===== src/rtl/branch_predict_unit.sv =====
// EX-stage branch resolver with a direct-mapped BTB (2-bit counters) read at IF,
// same-cycle mispredict redirect/flush, and saturating branch/mispredict counters.
module branch_predict_unit #(
  parameter int PC_W  = 9,
  parameter int DEPTH = 16,
  parameter int CNT_W = 16
) (
  input  logic              clk,
  input  logic              reset,
  input  logic [PC_W-1:0]   if_pc,
  output logic              pred_taken,
  output logic [31:0]       pred_target,
  input  logic              ex_valid,
  input  logic [PC_W-1:0]   ex_pc,
  input  logic [31:0]       Imm,
  input  logic              Branch,
  input  logic              JalrSel,
  input  logic              Jump,
  input  logic [31:0]       AluResult,
  input  logic              ex_pred_taken,
  input  logic [31:0]       ex_pred_target,
  output logic [31:0]       PC_Imm,
  output logic [31:0]       PC_Four,
  output logic              redirect,
  output logic [31:0]       redirect_pc,
  output logic              flush,
  output logic [CNT_W-1:0]  br_count,
  output logic [CNT_W-1:0]  mispred_count
);
  localparam int IDX_W = $clog2(DEPTH);
  localparam int TAG_W = PC_W - IDX_W - 2;

  logic [DEPTH-1:0]  r_valid;
  logic [DEPTH-1:0]  r_uncond;
  logic [TAG_W-1:0]  r_tag    [DEPTH];
  logic [31:0]       r_target [DEPTH];
  logic [1:0]        r_ctr    [DEPTH];
  logic [CNT_W-1:0]  r_br_count;
  logic [CNT_W-1:0]  r_mispred_count;

  logic [IDX_W-1:0]  w_if_idx, w_ex_idx;
  logic [TAG_W-1:0]  w_if_tag, w_ex_tag;
  logic              w_if_hit, w_ex_hit;
  logic [31:0]       w_ex_pc32;
  logic              w_is_ctl, w_taken, w_mispredict;

  assign w_if_idx = if_pc[IDX_W+1:2];
  assign w_if_tag = if_pc[PC_W-1:IDX_W+2];
  assign w_ex_idx = ex_pc[IDX_W+1:2];
  assign w_ex_tag = ex_pc[PC_W-1:IDX_W+2];

  assign w_if_hit = r_valid[w_if_idx] && (r_tag[w_if_idx] == w_if_tag);
  assign w_ex_hit = r_valid[w_ex_idx] && (r_tag[w_ex_idx] == w_ex_tag);

  // IF prediction; reads pre-update contents when EX writes the same index.
  assign pred_taken  = !reset && w_if_hit && (r_uncond[w_if_idx] || r_ctr[w_if_idx][1]);
  assign pred_target = pred_taken ? r_target[w_if_idx] : '0;

  assign w_ex_pc32 = 32'(ex_pc);
  assign PC_Four   = w_ex_pc32 + 32'd4;
  assign PC_Imm    = JalrSel ? AluResult : (w_ex_pc32 + Imm);

  assign w_is_ctl = Branch | Jump | JalrSel;
  assign w_taken  = (Branch & AluResult[0]) | Jump | JalrSel;

  assign w_mispredict = !reset && ex_valid && (w_is_ctl || ex_pred_taken) &&
                        ((w_taken != ex_pred_taken) || (w_taken && (ex_pred_target != PC_Imm)));

  assign redirect      = w_mispredict;
  assign flush         = w_mispredict;
  assign redirect_pc   = w_mispredict ? (w_taken ? PC_Imm : PC_Four) : '0;
  assign br_count      = r_br_count;
  assign mispred_count = r_mispred_count;

  always_ff @(posedge clk) begin
    if (reset) begin
      r_valid  <= '0;
      r_uncond <= '0;
      for (int unsigned i = 0; i < DEPTH; i++) begin
        r_tag[i]    <= '0;
        r_target[i] <= '0;
        r_ctr[i]    <= '0;
      end
    end else if (ex_valid) begin
      if (w_is_ctl) begin
        if (w_taken) begin
          r_target[w_ex_idx] <= PC_Imm;
          r_uncond[w_ex_idx] <= Jump | JalrSel;
          if (w_ex_hit) begin
            if (r_ctr[w_ex_idx] != 2'd3) r_ctr[w_ex_idx] <= r_ctr[w_ex_idx] + 2'd1;
          end else begin
            r_valid[w_ex_idx] <= 1'b1;
            r_tag[w_ex_idx]   <= w_ex_tag;
            r_ctr[w_ex_idx]   <= 2'b10;
          end
        end else if (w_ex_hit && (r_ctr[w_ex_idx] != 2'd0)) begin
          r_ctr[w_ex_idx] <= r_ctr[w_ex_idx] - 2'd1;
        end
      end else if (ex_pred_taken && w_ex_hit) begin
        // Non-control instruction predicted taken: the entry aliases, drop it.
        r_valid[w_ex_idx] <= 1'b0;
      end
    end
  end

  always_ff @(posedge clk) begin
    if (reset) begin
      r_br_count      <= '0;
      r_mispred_count <= '0;
    end else begin
      if (ex_valid && w_is_ctl && !(&r_br_count))
        r_br_count <= r_br_count + CNT_W'(1);
      if (w_mispredict && !(&r_mispred_count))
        r_mispred_count <= r_mispred_count + CNT_W'(1);
    end
  end

endmodule


===== config.mk =====
export PLATFORM = sky130hd
export DESIGN_NAME = branch_predict_unit
export DESIGN_NICKNAME = d
export VERILOG_FILES = /design/src/rtl/branch_predict_unit.sv
export SDC_FILE = /design/constraint.sdc
export NUM_CORES = 1
export LEC_CHECK = 0
export ABC_AREA = 1
export BUFFER_PORTS_ARGS = -buffer_cell sky130_fd_sc_hd__buf_2
export CAP_MARGIN = 15
export CORE_AREA = 2 2 224 281
export DETAILED_ROUTE_END_ITERATION = 6
export DIE_AREA = 0 0 226 283
export PLACE_DENSITY = 0.74
export SYNTH_ARGS = -nofsm -noshare
export SYNTH_HDL_FRONTEND = slang
export SYNTH_SLANG_ARGS = --single-unit

===== constraint.sdc =====
create_clock -name clk -period 3.9 [get_ports clk]
set_clock_uncertainty 0.1 [all_clocks]
set_input_delay 0.39 -clock clk [delete_from_list [all_inputs] [get_ports clk]]
set_output_delay 0.39 -clock clk [all_outputs]
set_load 0.03 [all_outputs]

== Yosys cells after proc, flatten, opt, wreduce, memory -nomap -nowiden ==
Memory sizes are Yosys's and may differ from the RTL's.
Cells that the tools add are included.
Widths: inputs -> output; s select.
Storage, ports and cells
  RAM bits: 592
  memories: 3
  bits in registers: 64
  output and inout bits: 163
  logic and storage cells: 117
  bits of input ports: 121
Operators by class
  reductions and logical operators: 29
  muxes and demuxes: 54
  order comparisons: 3
  bitwise gates (word level): 11
  eq/ne operators: 7
  $add $sub $neg: 6
Memory list
  r_target: words 16, width 32, read ports 1, clocked after Yosys merged registers in 0, write ports 16, RTL line 36  | logic [31:0] r_target [DEPTH];
  r_tag: words 16, width 3, read ports 2, clocked after Yosys merged registers in 0, write ports 16, RTL line 35  | logic [TAG_W-1:0] r_tag [DEPTH];
  r_ctr: words 16, width 2, read ports 2, clocked after Yosys merged registers in 0, write ports 16, RTL line 37  | logic [1:0] r_ctr [DEPTH];
Operators by type and width (count)
  $mux 32: 5
  $mux 16: 4
  $mux 1: 33
  $add 16x1->16 const B: 2
  $add 9x32->32: 1
  $ne 32x32->1: 1
  $reduce_and 16->1: 2
  $reduce_or 32->1: 1
  $and 16x16->16: 1
  $bwmux 16: 1
  $not 16->16: 1
  $or 16x16->16: 1
  $logic_and 1x1->1: 14
  $bmux 1 s4: 3
  $mux 4: 3
  $add 9x3->10 const B: 1
  $lt 4x5->1 const B: 2
  $or 1x1->1: 7
  $eq 3x3->1: 2
  $mux 2: 3
  $demux 1 s4: 1
  $ge 4x1->1 const B: 1
  $ne 2x2->1 const B: 2
  $reduce_and 4->1: 1
  other kinds (12): 17

== Depth between registers and ports, before layout ==
Gate-level depths: netlist of the first run.
  depth in word-level cells: 13
  depth in mapped cells: 26
  depth with buffers taken out: 25

== Worst setup path after synthesis of the first run ==
OpenSTA, ideal clock, no wires.
  path type: in2out
  start: input ex_pc[0]
  end: output redirect_pc[0]
  setup slack: -190 ps
  buffers on the path: 1
  stages on the path: 18
  data arrival time: 3600 ps
  required time: 3410 ps
  cell sequence: ha_1 inv_1 fa_1 nand2_1 nand2_1 o21ai_0 xor2_1 nor2_1 nand2_1 nor2_1 nand3_1 nor2_1 nand3_1 nor2_2 nand3_4 nand2_2 buf_2 a211oi_1
Between the ends
  word-level cells in the longest chain between the ends: 7
  elaborated cells between the ends (all ways): 9
Ends and longest elaborated chain
  start: declaration: RTL line 14  | input logic [PC_W-1:0] ex_pc,
  $add 9x32->32: RTL line 61  | assign PC_Imm = JalrSel ? AluResult : (w_ex_pc32 + Imm);
  $mux 32: RTL line 61
  named net PC_Imm[2]: RTL line 22  | output logic [31:0] PC_Imm,
  $ne 32x32->1: RTL line 67  | ((w_taken != ex_pred_taken) || (w_taken && (ex_pred_target != PC_Imm)));
  $logic_and 1x1->1: RTL line 67
  $logic_or 1x1->1: RTL line 67
  $logic_and 1x1->1: RTL line 66  | assign w_mispredict = !reset && ex_valid && (w_is_ctl || ex_pred_taken) &&
  $mux 32: RTL line 71  | assign redirect_pc = w_mispredict ? (w_taken ? PC_Imm : PC_Four) : '0;
  end: declaration: RTL line 25  | output logic [31:0] redirect_pc,
The timed path passes the listed nets, and every way through them passes these cells.

==> impl_metrics.ini, run 1 <==
[status]
status = finished, final reports clean

[grt]
grt_pass1_wl_um = 158000
grt_pass1_vias = 27500
grt_max_degree = 223
antenna_found_initial = 4
grt.total_usage_pct = 32.1
grt_overflow_total = 0

[synth]
synth_flop_cell = edfxtp_1
avgSynthCellArea_um2 = 8.77
synthSimpleGateAreaFrac_pct = 24.3
synthAdderAreaFrac_pct = 0.696
synth-async-reset-ratio_pct = 0
ys_seq_area_share_pct = 57.0
synth_seq_cells = 656
synth-edff-count = 592
synth_warnings = 0
synth_xor_xnor_area_share_pct = 0.577
synth_top_family_by_area = simple AND/OR/NAND/NOR gates
synth_cell_types = 48
postSynthCellCount = 3809
synth_compound_area_share_pct = 11.1
syn_area_um2 = 33400
synthMuxAreaShare_pct = 0

[power_and_ir_drop]
comb_power_share_pct = 13.6
sequentialPowerShare_pct = 50.1
ir_worst_vdd_v = 0.000384
p_int_uw = 11800
clkPwrFrac_pct = 36.4
power.leakage_uw = 0.0150
power.density_nw_per_um2 = 425
p_switching_uw = 4350
switching_share_pct = 26.8

[timing]
rsz0062_at_grt = false
setup_tns_ns = 0
max_freq_mhz = 267
period_share_pct = 95.9
finalSetupViolations = 0
hold_violations = 0
slew_violations = 0
tightestPinTransition_ns = 1.15
slew_headroom_pct = 23.4
holdWs_ns = 0.135
finalCriticalPeriod_ns = 3.74

[setup_path]
critPathLaunchType = flip-flop
crit_type = flip-flop to output pin
cp.required_ns = 3.41
path_max_fanout = 33
cp-end-kind = output pin
crit_arrival_ns = 3.25

[final_layout]
final_cell_mix = nor2_1 (991), nand2_1 (600), edfxtp_1 (592), o21ai_0 (327), buf_2 (243)
multi_input_area_um2 = 12500
final_common_cell = nor2_1
drive_above_1_share_pct = 15.8
fillers = 5040
fin_nets = 4139
area_growth_pct = 13.9
seq_area_um2 = 19100

[clock_tree]
cts_sinks = 656
insertion_delay_ns = 0.65
clockBufferDepth = 3
cts_made_buffers = 60
cts_htree_levels = 2
ctsHoldBuffers = 0
cts_tree = yes
cts.clk_slew.worst_paths_ns = 0.07
ctsRootBufferMaster = clkbuf_16

[placement]
dpl.hpwl_um = 66400
numPortBuffers = 259
place_congestion = 0.970

[drt]
ant_nets = 0
drtIter0Drc = 3038
wirelength_um = 103000
avgRoutedWirePerCell_um = 21.2
via_per_inst = 5.85
drc_errors = 0
routed-via-count = 28600
first_pass_iters = 6

[floorplan]
core_area_um2 = 61400
die_area_um2 = 64000
ios = 284
rows = 102
fp.dieW_um = 226
die_h_um = 283
start_util_pct = 54.4

[run]
maxCapViolCount = 0

[worst_hold_path]
min_path_type = input port to flip-flop
[cell usage after synthesis, types with 28 or more instances]
cell      number  area [µm²]
nor2_1       995        3730
o211ai_1      35         263
dfxtp_1       64        1280
a21oi_1       72         360
nand2_2       32         200
o21ai_0      328        1640
inv_1        214         803
nand3_1      147         736
nand2_1      626        2350
edfxtp_1     592       17800
clkbuf_1     222         833
nand4_1       31         194
a31oi_1       33         206
buf_4         33         248
or2_2         28         175
o22ai_1      120         751
[per-layer routing]
layer	part of all wire [%]	vias to the layer above	GRT usage, %
li1	-	13100	-
met1	37	13400	41.2
met2	48	1718	53.5
met3	10	269	4.83
met4	4.8	4	15.4
met5	0.024	-	0
[layout make-up]
class                           count  share of cell area [%]
Tap cell                          832                    2.73
Clock buffer                       74                    4.16
Inverter                          234                    2.34
Multi-Input combinational cell   2656                    32.8
Clock inverter                     38                   0.960
Sequential cell                   656                    50.1
Antenna cell                        2                  0.0131
Timing Repair Buffer              392                    6.95
[flip-flops by register name, indices dropped and copies added, names as in the netlist, named ones only]
signal / cells
r_target: 512
r_tag: 48
r_ctr: 32
br_count: 16
mispred_count: 16
r_uncond: 16
[path summary, 6_finish.rpt]
| kind | startpoint | endpoint | slack, ns | depth (start not counted) |
|---|---|---|---|---|
| setup / recovery | r_tag[13][0] | pred_target[7] | 0.16 | 12 |
| hold / removal | reset | mispred_count[11] | 0.14 | 2 |
| setup reg to reg | r_tag[4][1] | r_ctr[2][1] | 0.92 | 11 |
| hold reg to reg | r_uncond[12] | r_uncond[12] | 0.39 | 2 |
[power by group through the flow]
stage          registers (µW)  clock network (µW)  logic [µW]
2_1_floorplan            8240                   0        1350
3_3_place_gp             8240                   0        2100
3_5_place_dp             8250                   0        2120
4_1_cts                  8100                5930        2130
5_1_grt                  8130                6170        2360
6_report                 8100                5890        2200
[per-stage QoR]
stage / worst slack (ns) / util, % / total power, µW / area (µm²) / std cells
finish: 0.161 / 62.0 / 16200 / 38100 / 4884
global route: 0.0129 / 62.0 / 16700 / 38100 / 4884
CTS: 0.0810 / 61.7 / 16200 / 37900 / 4879
detailed placement: 0.0881 / 58.5 / 10400 / 35900 / 4767
global placement: 0.135 / 58.5 / 10300 / 35900 / 4767
floorplan: 0.107 / - / 9590 / 33500 / 3830
[critical path: stages (launching register included)]
cell and delay [ns]:
edfxtp_1 0.36, inv_1 0.07, a21oi_1 0.05, o21ai_0 0.09
o21ai_0 0.16, o221ai_1 0.23, nand2_1 0.10, xor2_1 0.18
nor4b_4 0.31, buf_12 0.25, nand2_1 0.08, a31oi_1 0.39
buf_2 0.29
[cells by family (layout without fill, tap and decap cells)]
family,after synthesis,in the layout
buffers and inverters,518,738
adders and majority gates,18,18
AOI/OAI and AO/OA,648,648
DFF,656,656
xor gates and xnor gates,22,22
and+or+nand+nor,1946,1946
other,1,24
[timing repair]
action | CTS | global route
buffers inserted | 0 | 0
gates resized for setup | 0 | 50
endpoints found under the setup margin | 0 | 32
No activity file was read; power rests on OpenSTA's default activity.
==> run 2: changes to the inputs <==
Clock period 3.9 ns to 4.2 ns, I/O delays scaled along.
==> run 2 against run 1 <==
Via count fell by 0.18%. Routed wire length barely moved. Clock power fell by 3.6%. Final area fell by 0.53%. Clock-buffer cell count rose by 10. Sequential power fell by 7.0%. Combinational power fell by 9.1%. Die area did not move. Worst hold slack improved by 0.043 ns. Sequential share of layout area rose by 0.27 points. Critical path type is now input port to output pin. Largest power group unchanged.
==> impl_metrics.ini, run 2 (same netlist as run 1, synthesis figures left out) <==
[drt]
routed-via-count = 28500
drc_errors = 0
wirelength_um = 103000
ant_nets = 0
avgRoutedWirePerCell_um = 21.2
drtIter0Drc = 3157
via_per_inst = 5.86
first_pass_iters = 6

[grt]
antenna_found_initial = 6
grt.total_usage_pct = 31.9
grt_pass1_vias = 27400
grt_max_degree = 235
grt_pass1_wl_um = 157000
grt_overflow_total = 0

[final_layout]
fillers = 5183
multi_input_area_um2 = 12400
final_common_cell = nor2_1
fin_nets = 4126
max_flop_register = r_target
reg.largest.list = r_target: 512 flops, r_tag: 48 flops, r_ctr: 32 flops
final_cell_mix = nor2_1 (994), nand2_1 (602), edfxtp_1 (592), o21ai_0 (328), buf_2 (255)
seq_area_um2 = 19100
largest_reg_flops = 512
fin_cells = 4870
drive_above_1_share_pct = 15.2
final_core_util_pct = 61.7
area_growth_pct = 13.3

[setup_path]
slowest_stage = fa_1
crit_arrival_ns = 3.45
cp.required_ns = 3.68
slowest_delay_ns = 0.44
critPathLaunchType = input port
crit_type = input port to output pin
path_max_fanout = 22
cp-end-kind = output pin
cp_cell_sequence = buf_2 > ha_1 > inv_1 > fa_1 > inv_1 > nand2_1 > nand3_1 > nand2_1 > nand2_2 > nand2_1 > nand2_1 > nand3_2 > nand3b_1 > nand2_1 > nor2_1 > nand2_1 > nor2_2 > nand3_4 > nand2_2 > inv_2 > nand2_2 > buf_12 > nor2_1 > buf_2
cp_common_cell = nand2_1

[run]
maxCapViolCount = 0

[clock_tree]
cts_htree_levels = 2
insertion_delay_ns = 0.65
ctsRootBufferMaster = clkbuf_16
cts_tree = yes
clockBufferDepth = 3
cts_sinks = 656
ctsHoldBuffers = 0
cts.clk_slew.worst_paths_ns = 0.06
cts_made_buffers = 61

[power_and_ir_drop]
power.leakage_uw = 0.0150
ir_worst_vdd_v = 0.000478
power.density_nw_per_um2 = 402

[floorplan]
die_h_um = 283
fp.dieW_um = 226
start_util_pct = 54.4
die_area_um2 = 64000
ios = 284
core_area_um2 = 61400
rows = 102

[timing]
tightestPinTransition_ns = 1.01
hold_violations = 0
finalSetupViolations = 0
slew_headroom_pct = 32.6
slew_violations = 0
setup_tns_ns = 0
period_share_pct = 94.6
worst_slack_ns = 0.227
finalCriticalPeriod_ns = 3.97
max_freq_mhz = 252
rsz0062_at_grt = false

[placement]
place_congestion = 0.942
place_inst = 4756
dpl.hpwl_um = 66900
numPortBuffers = 259
pre_cts_ws_ns = 0.256

[status]
status = finished, final reports clean

[worst_hold_path]
min_path_type = input port to flip-flop
==> run 2: changes by cell type in the layout (fill, tap and decap cells not counted), sizes merged <==
cell      change
buf          -12
clkinv       -10
clkbuf        +8
clkinvlp      -2
inv           +2
bufinv        +1
diode         -1
==> run 2: per-layer routing <==
metal / global-route usage, % / wire length, µm
met1: 39.7 / 37400
met2: 54.8 / 51100
met3: 5.02 / 9870
met4: 13.9 / 4880
met5: 0 / 64
==> run 2: final cells by class <==
| class | instances | area share (%) |
|---|---|---|
| antenna | 1 | 0.00661 |
| clock buffer | 84 | 4.51 |
| tap | 832 | 2.75 |
| multi-input combinational | 2656 | 32.7 |
| timing repair buffer | 378 | 6.52 |
| sequential | 656 | 50.3 |
| inverter | 234 | 2.34 |
| clock inverter | 29 | 0.826 |
==> run 2: per-stage QoR <==
step	hold slack, ns	instance area [µm²]	power, µW
after detailed placement	0.380	35800	9630
after global routing	0.178	37900	15600
after CTS	0.134	37800	15200
final	0.178	37900	15200
after global placement	0.372	35800	9590
after floorplan	0.354	33500	8900
==> run 2: power by group <==
group	internal (µW)	switching [µW]	leakage, µW
registers	7430	93.3	0.00621
clock network	3210	2470	0.000982
logic	543	1460	0.00778
total	11200	4020	0.0150
==> run 2: critical path, delay by kind of cell <==
family	cells	cell delay, ns
AND/OR/NAND/NOR	16	1.65
buffers and inverters	6	0.75
adder cells (fa/ha/maj)	2	0.61
==> run 2: final timing paths <==
path | startpoint | end | slack, ns | depth (start not counted)
worst max register to register | r_tag[5][1] | r_ctr[5][1] | 1.21 | 14
worst min-delay path | reset | mispred_count[7] | 0.18 | 2
worst min register to register | r_uncond[2] | r_uncond[2] | 0.40 | 2
worst max-delay path | ex_pc[0] | redirect_pc[31] | 0.23 | 24
==> run 2: repair_timing <==
item,4_1_cts,5_1_grt
setup endpoints to repair,0,20
resized for setup,0,4
setup buffers,0,0
